$ cat config.mk
export PLATFORM = sky130hd
export DESIGN_NAME = ultrasonic_scheduler_flat
export DESIGN_NICKNAME = d
export VERILOG_FILES = /design/src/rtl/ultrasonic_scheduler_pkg.sv /design/src/rtl/ultrasonic_scheduler_if.sv /design/src/rtl/ultrasonic_scheduler_tick_gen.sv /design/src/rtl/ultrasonic_scheduler.sv /design/src/flat_wrapper.sv
export SDC_FILE = /design/constraint.sdc
export NUM_CORES = 1
export LEC_CHECK = 0
export ABC_AREA = 1
export CORE_ASPECT_RATIO = 1.75
export CORE_MARGIN = 3
export CORE_UTILIZATION = 32
export CTS_CLUSTER_DIAMETER = 100
export DETAILED_ROUTE_END_ITERATION = 10
export PLACE_DENSITY = 0.45
export SETUP_SLACK_MARGIN = 0.05
export SLEW_MARGIN = 0
export SYNTH_ARGS = -nofsm -noshare
export SYNTH_HDL_FRONTEND = slang
export SYNTH_HIERARCHICAL = 1
export SYNTH_SLANG_ARGS = --single-unit
$ cat constraint.sdc
create_clock -name clk_100MHz -period 6.5 [get_ports clk_100MHz]
set_input_delay 1.625 -clock clk_100MHz [delete_from_list [all_inputs] [get_ports clk_100MHz]]
set_output_delay 1.625 -clock clk_100MHz [all_outputs]
set_load 0.1 [all_outputs]
$ cat src/rtl/ultrasonic_scheduler_pkg.sv
// us_sched_pkg: shared FSM state type, widths and derived-constant helpers for the ultrasonic scheduler.
package us_sched_pkg;
   typedef enum logic [2:0] {IDLE, TRIG, ARM, MEAS, REPORT, GAP} state_t;
   localparam int DIST_W = 9;
   function automatic int tick_div(int clk_hz);
      return clk_hz / 1_000_000;
   endfunction
   // bits needed to hold 0..n-1, never less than one
   function automatic int cnt_w(int n);
      return (n > 1) ? $clog2(n) : 1;
   endfunction
   localparam int TICK_DIV = tick_div(100_000_000);
endpackage

$ cat src/rtl/ultrasonic_scheduler_if.sv
// ultrasonic_scheduler_if: result record stream from the scheduler to distance consumers.
// Nearest-sensor fields exist only when US_SCHED_NEAREST_EN is defined.
interface ultrasonic_scheduler_if #(parameter int SELW = 1);
   import us_sched_pkg::*;
   logic [DIST_W-1:0] dist_cm;
   logic [SELW-1:0]   dist_sel;
   logic              dist_valid;
   logic              timeout;
`ifdef US_SCHED_NEAREST_EN
   logic [DIST_W-1:0] nearest_cm;
   logic [SELW-1:0]   nearest_sel;
   logic              round_done;
   modport master(output dist_cm, dist_sel, dist_valid, timeout, nearest_cm, nearest_sel, round_done);
   modport slave(input dist_cm, dist_sel, dist_valid, timeout, nearest_cm, nearest_sel, round_done);
`else
   modport master(output dist_cm, dist_sel, dist_valid, timeout);
   modport slave(input dist_cm, dist_sel, dist_valid, timeout);
`endif
endinterface

$ cat src/rtl/ultrasonic_scheduler_tick_gen.sv
// us_tick_gen: microsecond prescaler; restart realigns the tick phase to the current cycle.
module us_tick_gen
   import us_sched_pkg::*;
#(parameter int DIV = TICK_DIV)
(
   input  logic clk_100MHz,
   input  logic reset_n,
   input  logic restart,
   output logic tick
);
   localparam int W = cnt_w(DIV);
   logic [W-1:0] cnt;
   assign tick = cnt == W'(DIV - 1);
   always_ff @(posedge clk_100MHz or negedge reset_n)
      if (!reset_n) cnt <= '0;
      else cnt <= (restart || tick) ? '0 : cnt + 1'b1;
endmodule

$ cat src/rtl/ultrasonic_scheduler.sv
// ultrasonic_scheduler: round-robin HC-SR04 trigger/echo timing with one shared datapath.
// Define US_SCHED_NEAREST_EN to add per-round nearest-sensor reporting.
module ultrasonic_scheduler
   import us_sched_pkg::*;
#(
   parameter int N_SENSORS      = 2,
   parameter int CLK_HZ         = 100_000_000,
   parameter int TRIG_US        = 10,
   parameter int CM_US          = 58,
   parameter int MAX_CM         = 400,
   parameter int ARM_TIMEOUT_US = 2000,
   parameter int GAP_US         = 60000
)
(
   input  logic                 clk_100MHz,
   input  logic                 reset_n,
   input  logic                 enable,
   input  logic [N_SENSORS-1:0] echo_in,
   output logic [N_SENSORS-1:0] trig_out,
   output logic                 busy,
   ultrasonic_scheduler_if.master rpt
);
   localparam int SELW = cnt_w(N_SENSORS);
   localparam int TDIV = tick_div(CLK_HZ);
   localparam int TW   = cnt_w(TRIG_US + ARM_TIMEOUT_US + GAP_US);
   localparam int UW   = cnt_w(CM_US);
   localparam logic [SELW-1:0] LAST_SEL = SELW'(N_SENSORS - 1);
   localparam logic [DIST_W-1:0] MAX_D = DIST_W'(MAX_CM);
   state_t state, state_n;
   logic [N_SENSORS-1:0] echo_s1, echo_s2, echo_d;
   logic [SELW-1:0] cur_sel;
   logic [TW-1:0] tmr;
   logic [UW-1:0] us_cnt;
   logic [DIST_W-1:0] cm_cnt, fin_cm;
   logic tick, restart, rise, fall, fin, fin_to, us_wrap;
   assign rise     = echo_s2[cur_sel] & ~echo_d[cur_sel];
   assign fall     = ~echo_s2[cur_sel] & echo_d[cur_sel];
   assign restart  = state_n != state;
   assign us_wrap  = us_cnt == UW'(CM_US - 1);
   assign trig_out = (state == TRIG) ? N_SENSORS'(1) << cur_sel : '0;
   assign busy     = state != IDLE;
   assign rpt.dist_valid = state == REPORT;
   us_tick_gen #(.DIV(TDIV)) u_tick (
      .clk_100MHz(clk_100MHz),
      .reset_n   (reset_n),
      .restart   (restart),
      .tick      (tick)
   );
   always_comb begin
      state_n = state;
      fin     = 1'b0;
      fin_cm  = MAX_D;
      fin_to  = 1'b1;
      case (state)
         IDLE:   state_n = enable ? TRIG : IDLE;
         TRIG:   state_n = (tick && tmr == TW'(TRIG_US - 1)) ? ARM : TRIG;
         ARM: begin
            if (rise) state_n = MEAS;
            else if (tick && tmr == TW'(ARM_TIMEOUT_US - 1)) begin
               state_n = REPORT;
               fin     = 1'b1;
            end
         end
         // a fall in the saturation cycle still reports the measured width
         MEAS: begin
            if (fall || cm_cnt == MAX_D) begin
               state_n = REPORT;
               fin     = 1'b1;
               fin_cm  = fall ? cm_cnt : MAX_D;
               fin_to  = !fall;
            end
         end
         REPORT: state_n = GAP;
         GAP:    state_n = (tick && tmr == TW'(GAP_US - 1)) ? (enable ? TRIG : IDLE) : GAP;
         default: state_n = IDLE;
      endcase
   end
   always_ff @(posedge clk_100MHz or negedge reset_n) begin
      if (!reset_n) begin
         state <= IDLE;
         {echo_d, echo_s2, echo_s1} <= '0;
         tmr <= '0;
      end else begin
         state <= state_n;
         {echo_d, echo_s2, echo_s1} <= {echo_s2, echo_s1, echo_in};
         tmr <= restart ? '0 : tmr + TW'(tick);
      end
   end
   always_ff @(posedge clk_100MHz or negedge reset_n) begin
      if (!reset_n) begin
         us_cnt <= '0;
         cm_cnt <= '0;
      end else if (state != MEAS) begin
         us_cnt <= '0;
         cm_cnt <= '0;
      end else if (tick) begin
         us_cnt <= us_wrap ? '0 : us_cnt + 1'b1;
         cm_cnt <= cm_cnt + DIST_W'(us_wrap);
      end
   end
   always_ff @(posedge clk_100MHz or negedge reset_n) begin
      if (!reset_n) begin
         cur_sel      <= '0;
         rpt.dist_cm  <= '0;
         rpt.dist_sel <= '0;
         rpt.timeout  <= 1'b0;
      end else begin
         if (fin) begin
            rpt.dist_cm  <= fin_cm;
            rpt.dist_sel <= cur_sel;
            rpt.timeout  <= fin_to;
         end
         if (state == REPORT) cur_sel <= (cur_sel == LAST_SEL) ? '0 : cur_sel + 1'b1;
      end
   end
`ifdef US_SCHED_NEAREST_EN
   logic [DIST_W-1:0] run_cm, near_cm_q, best_cm;
   logic [SELW-1:0] run_sel, near_sel_q, best_sel;
   logic run_any, cand;
   // strict less-than keeps the earlier (lower-index) sensor on ties
   assign cand     = !rpt.timeout && (!run_any || rpt.dist_cm < run_cm);
   assign best_cm  = cand ? rpt.dist_cm : (run_any ? run_cm : MAX_D);
   assign best_sel = cand ? rpt.dist_sel : (run_any ? run_sel : '0);
   assign rpt.round_done  = state == REPORT && rpt.dist_sel == LAST_SEL;
   assign rpt.nearest_cm  = rpt.round_done ? best_cm : near_cm_q;
   assign rpt.nearest_sel = rpt.round_done ? best_sel : near_sel_q;
   always_ff @(posedge clk_100MHz or negedge reset_n) begin
      if (!reset_n) begin
         run_any    <= 1'b0;
         run_cm     <= '0;
         run_sel    <= '0;
         near_cm_q  <= '0;
         near_sel_q <= '0;
      end else if (rpt.round_done) begin
         run_any    <= 1'b0;
         near_cm_q  <= best_cm;
         near_sel_q <= best_sel;
      end else if (state == REPORT && cand) begin
         run_any <= 1'b1;
         run_cm  <= rpt.dist_cm;
         run_sel <= rpt.dist_sel;
      end
   end
`endif
endmodule

$ cat src/flat_wrapper.sv
// flat-port wrapper written by rule: the top's interface ports become plain ports
module ultrasonic_scheduler_flat import us_sched_pkg::*;
#(
   parameter int N_SENSORS      = 2,
   parameter int CLK_HZ         = 100_000_000,
   parameter int TRIG_US        = 10,
   parameter int CM_US          = 58,
   parameter int MAX_CM         = 400,
   parameter int ARM_TIMEOUT_US = 2000,
   parameter int GAP_US         = 60000
)
  (clk_100MHz, reset_n, enable, echo_in, trig_out, busy, rpt_dist_cm, rpt_dist_sel, rpt_dist_valid, rpt_timeout);
  ultrasonic_scheduler_if #(.SELW(1)) rpt_i ();
  input  logic clk_100MHz;
  input  logic reset_n;
  input  logic enable;
  input  logic [N_SENSORS-1:0] echo_in;
  output logic [N_SENSORS-1:0] trig_out;
  output logic busy;
  output wire logic [$bits(rpt_i.dist_cm)-1:0] rpt_dist_cm;
  output wire logic [$bits(rpt_i.dist_sel)-1:0] rpt_dist_sel;
  output wire logic [$bits(rpt_i.dist_valid)-1:0] rpt_dist_valid;
  output wire logic [$bits(rpt_i.timeout)-1:0] rpt_timeout;
  assign rpt_dist_cm = rpt_i.dist_cm;
  assign rpt_dist_sel = rpt_i.dist_sel;
  assign rpt_dist_valid = rpt_i.dist_valid;
  assign rpt_timeout = rpt_i.timeout;
  ultrasonic_scheduler #(.N_SENSORS(N_SENSORS), .CLK_HZ(CLK_HZ), .TRIG_US(TRIG_US), .CM_US(CM_US), .MAX_CM(MAX_CM), .ARM_TIMEOUT_US(ARM_TIMEOUT_US), .GAP_US(GAP_US)) u_core (.clk_100MHz(clk_100MHz), .reset_n(reset_n), .enable(enable), .echo_in(echo_in), .trig_out(trig_out), .busy(busy), .rpt(rpt_i));
endmodule
# --- Word-level counts from Yosys, hierarchy flattened ---
# Cells that the tools add are included.
word_totals:
  ff_bits: 59
  output_inout_bits: 15
  elab_cells: 74
classes:
  n_addsub: 5
  n_lt_le_gt_ge: 1
  muxes: 29
  eq_ne: 13
  bitwise: 4
  n_reduce_logical: 9
  shift: 1
ops:
  columns: ["op", "count"]
  rows:
  - ["$mux W9", 5]
  - ["$mux W6", 3]
  - ["$pmux W3 S6", 1]
  - ["$add A16 B1 Y16", 1]
  - ["$eq A16 B11 Y1 const B", 1]
  - ["$eq A16 B16 Y1 const B", 1]
  - ["$eq A16 B4 Y1 const B", 1]
  - ["$mux W16", 1]
  - ["$mux W3", 4]
  - ["$mux W1", 11]
  - ["$add A9 B1 Y9", 1]
  - ["$eq A9 B9 Y1 const B", 1]
  - ["$add A7 B1 Y7 const B", 1]
  - ["$eq A7 B7 Y1 const B", 1]
  - ["$mux W7", 1]
  - ["$add A6 B1 Y6 const B", 1]
  - ["$eq A3 B2 Y1 const B", 2]
  - ["$eq A3 B3 Y1 const B", 2]
  - ["$eq A6 B6 Y1 const B", 1]
  - ["$mux W2", 2]
  - ["$eq A3 B1 Y1 const B", 1]
  - ["$logic_and A1 B1 Y1", 3]
  - ["$logic_not A3 Y1", 1]
  - ["$ne A3 B2 Y1 const B", 1]
  - ["other kinds (11)", 14]

# --- Logic depth before layout (Yosys ltp) ---
# Gate-level depths: netlist of run 1.
depth:
  depth_word: 10
  depth_mapped: 19
  mapped_depth_nobuf: 17

# --- Hierarchy ---
# Netlist of run 1, hierarchy kept.
by_module_without_submodules:
  columns: ["module", "instances", "cells_each", "area_per_inst_um2"]
  rows:
  - ["ultrasonic_scheduler", 1, 323, 2740.1]
  - ["us_tick_gen", 1, 42, 366.6]

# --- Least setup slack after synthesis of run 1 ---
# OpenSTA, ideal clock, no wires.
synth_timing:
  path_kind: "reg2out"
  from: "register u_core.state[1]"
  to: "output port trig_out[0]"
  required_ns: 4.875
  path_slack_ns: 2.889
  n_path_buf: 0
  arrival_ns: 1.986
  stages_incl_launch_ff: 4
  path_cell_list: "dfrtp_1 -> nor3_2 -> inv_1 -> nor2_1"
synth_between:
  elab_chain_cells: 2
synth_rtl:
  columns: ["element", "line", "rtl"]
  rows:
  - ["from (decl)", "ultrasonic_scheduler.sv:29", "state_t state, state_n;"]
  - ["from (signal assigned)", "ultrasonic_scheduler.sv:84", "state <= state_n;"]
  - ["$eq A3 B1 Y1", "ultrasonic_scheduler.sv:40", "assign trig_out = (state == TRIG) ? N_SENSORS'(1) << cur_sel : '0;"]
  - ["$mux W2", "ultrasonic_scheduler.sv:40", null]
  - ["to (decl)", "flat_wrapper.sv:18", "output logic [N_SENSORS-1:0] trig_out;"]
# Every way passes these cells.

# --- Worst setup path in the final report of run 1 ---
layout_timing:
  from: "register u_core.state[0]"
  to: "output port trig_out[0]"
# The elaborated chain is that of the path after synthesis.

==> results.md, run 1 <==
- Status: finished, final reports clean
- Drt initial violations: 90
- Post-synth ARST share: 100%
- Clock Sinks: between 50 and 60
- Wire per inst: approximately 14 um
- Fmax: around 250 MHz
- Number of vias per cell: 4.67
- Die Y: between 100 and 150 um
- Total core area: around 9500 um2
- Clock-pin slew on the worst setup and hold paths: ~0.050 ns
- RR Endpoint: u_core/tmr[14]
- Share of the synthesized area in the top cell type: about 48%
- Leak pwr: around 0.0016 uW
- VDD IR-drop max: 0.198 mV
- Row count: between 40 and 50
- Total track usage: 14.7%
- Die width: just over 80 um
- Setup Skew: ~0.0074 ns
- Synth Instances: about 370
- Final Wtd Congestion: 0.761
- Worst Hold End: u_core/echo_s2[1]
- Yosys reg bits: 59
- Hold buffers post-CTS: 0
- H-tree levels: 3
- Fin Setup TNS: 0 ns
- Final setup fails: 0
- Max FO, Critical Path: 5
- Proportion of layout cells with a drive suffix above 1: between 10% and 20%
- Multi-input gate area: about 1400 um2
- Synthesized area: 3110 um2
- Net count, final: slightly above 400
- RSZ-0062 raised after global routing: no
- Synth Flop Type: dfrtp_1
- CTS tree: done
- Worst reg2reg setup slack: around 3.3 ns
- RR Startpoint: u_core/u_tick/cnt[0]
- Post-synth EDFFs: 0
- CP arrival: approximately 2.4 ns
- WHS Path Cells: 0
- Post-CTS setup buffers: 0
- Largest cells by area after synthesis: dfrtp_1 (48%), nor2_1 (7.6%), nand2_1 (6.5%)
- Final slew viol count: 0
- Post-synth top cells: nor2_1 (63), dfrtp_1 (59), nand2_1 (54)
- DRC violations left: 0
- Initial Utilization: between 30% and 40%
- Worst Setup End Kind: output port
- Period utilization: 62.3%
- Post-CTS sizing: 0
- Routed Antenna Nets: 0
- GRT overflow: 0
- Count leader, synth: nor2_1
- Startpoint Class: flop
- Antenna cells: 0
- I/O pin count: 20
- Yosys Warn Count: 6
- First-pass GRT wire length: 12.1 mm
- Max Cap Viol: 0
- Clk Tree Root Cell: clkbuf_16
- R2R cell count: 12
- TritonRoute pass-1 iters: 4
- Synthesized Nets: 377
- Critical path required time: just under 5 ns
- Largest net degree at the start of global routing: 60
- Power density cells: 233 nW/um2
- Slack of the critical path: 2.45 ns
- Register area share after synthesis: around 48%
- Non-filler cells, final: 520
- Relative slew margins: between 30% and 40%
- Tightest Pin Transition: 0.976 ns
- Min Clock Period, post-route: a little over 4 ns
- Final hold vios: 0
- CTS buffer count: 9
- Placed cell count: between 500 and 600
- Setup CP Type: flop to output port
- Netlist cell types: 34
- Die area: 11000 um2
- Initial antenna violation count: 0
- Clk_lat worst skew: between 0.3 and 0.4 ns
- Via count: ~2400
- Hold Path Class: flop to flop
- Worst-case clock buffer depth: 2
- Storage cell area: 1480 um2
- Setup Slack @ Placement: approximately 2.8 ns
- Vias in the first global route: 2486
- Syn_area_per_cell: roughly 8.5 um2
- HPWL Detailed: between 5 and 6 mm
- Area grow syn2layout: 20.0%
- Buffers added on ports: 19
- HP Start: u_core/echo_s1[1]
- Final WL: 7.09 mm
- FILL cells: between 900 and 1000
- Post-synth top area cell: dfrtp_1
area by class of cell:
type                       instances  share of cell area, %
timing repair buffer              20                   5.17
sequential                        59                   39.6
tap                              122                   4.09
multi-input combinational        248                   37.3
inverter                          55                   5.54
clock inverter                     1                  0.805
clock buffer                      15                   7.45
state kept, by name, indices dropped and copies added, names as in the netlist:
signal,count
u_core/rpt.dist_sel,1
u_core/cm_cnt,9
u_core/cur_sel,1
u_core/echo_s1,2
u_core/u_tick/cnt,7
u_core/rpt.dist_cm,9
u_core/tmr,16
u_core/echo_d,2
u_core/rpt.timeout,1
u_core/state,3
u_core/echo_s2,2
u_core/us_cnt,6
cells by family (layout without fill, tap and decap cells):
family	count (synthesis)	count (layout)	synth area share [%]
AOI/OAI and AO/OA	47	47	8.98
xor gates and xnor gates	15	15	4.23
adders and majority gates	7	7	2.82
buffers and inverters	58	91	7.65
DFF	59	59	47.5
and+or+nand+nor	179	179	28.8
critical path, stage by stage (launching register included):
cell and delay (ns):
dfrtp_1 0.46, inv_2 0.09, nor3_2 0.21, inv_1 0.09, nor2_1 0.10, clkdlybuf4s50_1 1.14
cell usage in the layout (no fill, tap or decap), types with 2 or more instances in the layout:
cell type and count:
a31oi_1 4, nand2_4 2, o21ai_1 2, nand4_1 7, nor4_1 2, clkbuf_1 3, o21bai_1 2, nor2_4 12
o21ai_0 18, a21oi_1 14, inv_1 47, xnor2_1 3, ha_1 7, clkdlybuf4s50_1 18, nand3_1 20, nand2_2 2
clkbuf_8 3, nand2_1 54, nor2_1 63, nor3_1 8, dfrtp_1 59, clkbuf_16 9, xor2_1 12, nor3_2 3
inv_2 8, nand3_2 4
metrics by stage:
step	cell area, um2	utilization [%]	hold WS [ns]	power [uW]
2_1_floorplan	3110	-	0.331	378
3_3_place_gp	3420	36.1	0.335	390
3_5_place_dp	3420	36.1	0.337	390
4_1_cts	3730	39.4	0.348	885
5_1_grt	3730	39.4	0.352	903
6_report	3730	39.4	0.345	869
report_power, final:
| part | leakage [uW] | internal (uW) | switching [uW] |
|---|---|---|---|
| clock network | 0.000150 | 328 | 158 |
| logic | 0.000703 | 2.92 | 9.04 |
| registers | 0.000791 | 370 | 0.704 |
| total | 0.00164 | 701 | 168 |
worst max-delay path by stage:
stage,startpoint,endpoint,slack (ns),depth (start not counted)
after floorplan,u_core/state[1],trig_out[0],2.89,3
after global placement,u_core/state[1],trig_out[0],2.78,4
after detailed placement,u_core/state[0],trig_out[1],2.80,5
after CTS,u_core/state[1],trig_out[1],2.43,4
after global routing,u_core/state[1],trig_out[1],2.32,4
final,u_core/state[0],trig_out[0],2.45,5
metal layers:
metal	routed length [um]	part of all wire, %	global-route usage [%]
met1	2840	40	16.1
met5	0	0	0
met4	126	1.8	6.86
met3	169	2.4	3.45
met2	3960	56	26.4
No activity file was read; power rests on OpenSTA's default activity.
==> run 2, diff against run 1 <==
Settings changed: PLACE_DENSITY 0.45 to 0.47.
Clock period 6.5 ns to 3.5 ns, I/O delays scaled along.
==> results.md, run 2 (same netlist as run 1, synthesis figures left out) <==
- Setup CP Type: flop to flop (was flop to output port)
- Net count, final: 407 (was 405)
- Row count: 47 (unchanged)
- DRC violations left: 0 (unchanged)
- Sw power: 321 uW (was 168 uW)
- Routed Antenna Nets: 0 (unchanged)
- Setup Skew: 0.00663 ns (was 0.00740 ns)
- Clock Sinks: 59 (unchanged)
- HPWL Detailed: 5.36 mm (was 5.25 mm)
- Final instance area: 3710 um2 (was 3730 um2)
- Antenna cells: 0 (unchanged)
- Commonest non-fill, non-tap cell in the layout: nor2_1 (unchanged)
- I/O pin count: 20 (unchanged)
- Largest registers: u_core/tmr (16), u_core/cm_cnt (9), u_core/rpt.dist_cm (9) (unchanged)
- Total core area: 9470 um2 (unchanged)
- Post-CTS sizing: 0 (unchanged)
- Die width: 80.5 um (unchanged)
- Clk Tree Root Cell: clkbuf_16 (unchanged)
- Commonest non-fill, non-tap cells in the layout: nor2_1 (63), dfrtp_1 (59), nand2_1 (54) (unchanged)
- Proportion of layout cells with a drive suffix above 1: 17.8% (was 12.8%)
- Buffers added on ports: 19 (unchanged)
- Final Core Density: 39.2% (was 39.4%)
- Hold Path Class: flop to flop (unchanged)
- Largest net degree at the start of global routing: 47 (was 60)
- TritonRoute pass-1 iters: 4 (unchanged)
- CP arrival: 3.26 ns (was 2.43 ns)
- Final Wtd Congestion: 0.849 (was 0.761)
- Startpoint Class: flop (unchanged)
- Via count: 2469 (was 2427)
- Hold buffers post-CTS: 0 (unchanged)
- Relative slew margins: 30.7% (was 34.7%)
- Critical path required time: 3.76 ns (was 4.88 ns)
- Worst-path cell chain: ha_1 > nand3_2 > nor2_1 > inv_2 > nor2_1 > nand2_1 > nor2_1 > nand3_1 > nor2_2 > nor2_4 > nand2_4 > nor2_4 > nor2_4 > nand2_4 > o21bai_4 > nor2_1 (was inv_2 > nor3_2 > inv_1 > nor2_1 > clkdlybuf4s50_1)
- Status: finished, final reports clean (unchanged)
- Power density cells: 436 nW/um2 (was 233 nW/um2)
- Final slew viol count: 0 (unchanged)
- CTS tree: done (unchanged)
- Reg power frac: 42.5% (was 42.6%)
- Cell area after placement: 3400 um2 (was 3420 um2)
- Top reg by flops: u_core/tmr (unchanged)
- Worst reg2reg setup slack: 0.50 ns (was 3.28 ns)
- Max FO, Critical Path: 17 (was 5)
- Fin Setup TNS: 0 ns (unchanged)
- Max Cap Viol: 0 (unchanged)
- Final setup fails: 0 (unchanged)
- Post-CTS setup buffers: 0 (unchanged)
- Period utilization: 85.7%
- Clock-pin slew on the worst setup and hold paths: 0.05 ns (about the same)
- Total track usage: 14.8% (was 14.7%)
- Initial Utilization: 32.8% (unchanged)
- Min Clock Period, post-route: between 2 and 3 ns
- Cell family with most CP delay: simple AND/OR/NAND/NOR gates (was buffers and inverters)
- Critical path's most frequent cell: nor2_1
- Clk_lat worst skew: 0.33 ns (about the same)
- RSZ-0062 raised after global routing: no (unchanged)
- Final hold vios: 0 (unchanged)
- Slowest CP cell: nor2_1 (was clkdlybuf4s50_1)
- Fmax: between 300 and 400 MHz
- GRT overflow: 0 (unchanged)
- Final WL: 7.14 mm (was 7.09 mm)
- Fin Hold WS: 0.358 ns (was 0.345 ns)
- Worst path buffer plus inverter count: 1 (was 3)
- H-tree levels: 3 (unchanged)
- Worst-case clock buffer depth: 2 (unchanged)
- Tightest Pin Transition: 1.04 ns (was 0.976 ns)
- Worst Setup End Kind: flop (was output port)
- Wire per inst: 13.7 um (was 13.6 um)
- Initial antenna violation count: 0 (unchanged)
- Area grow syn2layout: 19.5% (was 20.0%)
- Die area: 11000 um2 (unchanged)
- Combinational fraction of design power: 1.4% (about the same)
- Drt initial violations: 146 (was 90)
- Clock network power share: 56.1% (was 56.0%)
- VDD IR-drop max: 0.236 mV (was 0.198 mV)
- P_int: 1300 uW (was 701 uW)
- Leak pwr: 0.00169 uW (was 0.00164 uW)
- Vias in the first global route: 2578 (was 2486)
- CTS buffer count: 9 (unchanged)
- Max reg flops: 16 (unchanged)
- Net Sw Frac: 19.8% (was 19.4%)
- Number of vias per cell: 4.73 (was 4.67)
- CP max stage delay: 0.50 ns (was 1.14 ns)
- Die Y: 136 um (unchanged)
- First-pass GRT wire length: 12.2 mm (was 12.1 mm)
## run 2: routing by layer
layer  part of all wire, %  routed length [um]  global-route usage [%]  up-vias
met3                   2.4                 169                    3.85       17
met2                    56                4000                    26.8       30
li1                      -                   -                       -     1236
met5                     0                   0                       0        -
met4                   3.2                 229                    7.71        0
met1                    38                2740                    15.3     1186
## run 2: worst paths after layout
check                                startpoint                    end  depth (start not counted)
max                        u_core/u_tick/cnt[0]   u_core/u_tick/cnt[6]                         16
min                           u_core/echo_s1[1]      u_core/echo_s2[1]                          0
max reg2reg                u_core/u_tick/cnt[0]   u_core/u_tick/cnt[6]                         16
min reg2reg                   u_core/echo_s1[1]      u_core/echo_s2[1]                          0
max in group asynchronous               reset_n  u_core/rpt.dist_cm[0]                          2
min in group asynchronous               reset_n  u_core/rpt.dist_cm[6]                          1
## run 2: cell type report
cell class / instances / area, um2
clock buffer: 12 / 267
clock inverter: 4 / 47.5
fill: 982 / 5760
inverter: 55 / 206
multi-input combinational: 248 / 1390
sequential: 59 / 1480
tap: 122 / 153
timing repair buffer: 22 / 170
## run 2: worst reg2reg max path, delay by kind of cell (launching register included)
kind | cells | cell delay, ns
AO/OA/AOI/OAI | 1 | 0.30
flip-flops | 1 | 0.38
adder cells (fa/ha/maj) | 1 | 0.23
buffers and inverters | 1 | 0.10
AND/OR/NAND/NOR | 13 | 1.93
## run 2: power by group through the flow
| stage | combinational [uW] | sequential, uW | clock (uW) |
|---|---|---|---|
| after floorplan | 3.61 | 699 | 0 |
| after global placement | 24.6 | 699 | 0 |
| after CTS | 24.9 | 688 | 941 |
| after detailed placement | 24.6 | 700 | 0 |
| final | 23.0 | 688 | 909 |
| after global routing | 27.7 | 688 | 960 |
## run 2: metrics by stage
step | cells | setup WS, ns | power, uW
CTS | 522 | 0.416 | 1650
detailed placement | 506 | 0.429 | 724
floorplan | 365 | 0.639 | 703
finish | 522 | 0.502 | 1620
global route | 522 | 0.199 | 1680
global placement | 506 | 0.432 | 724
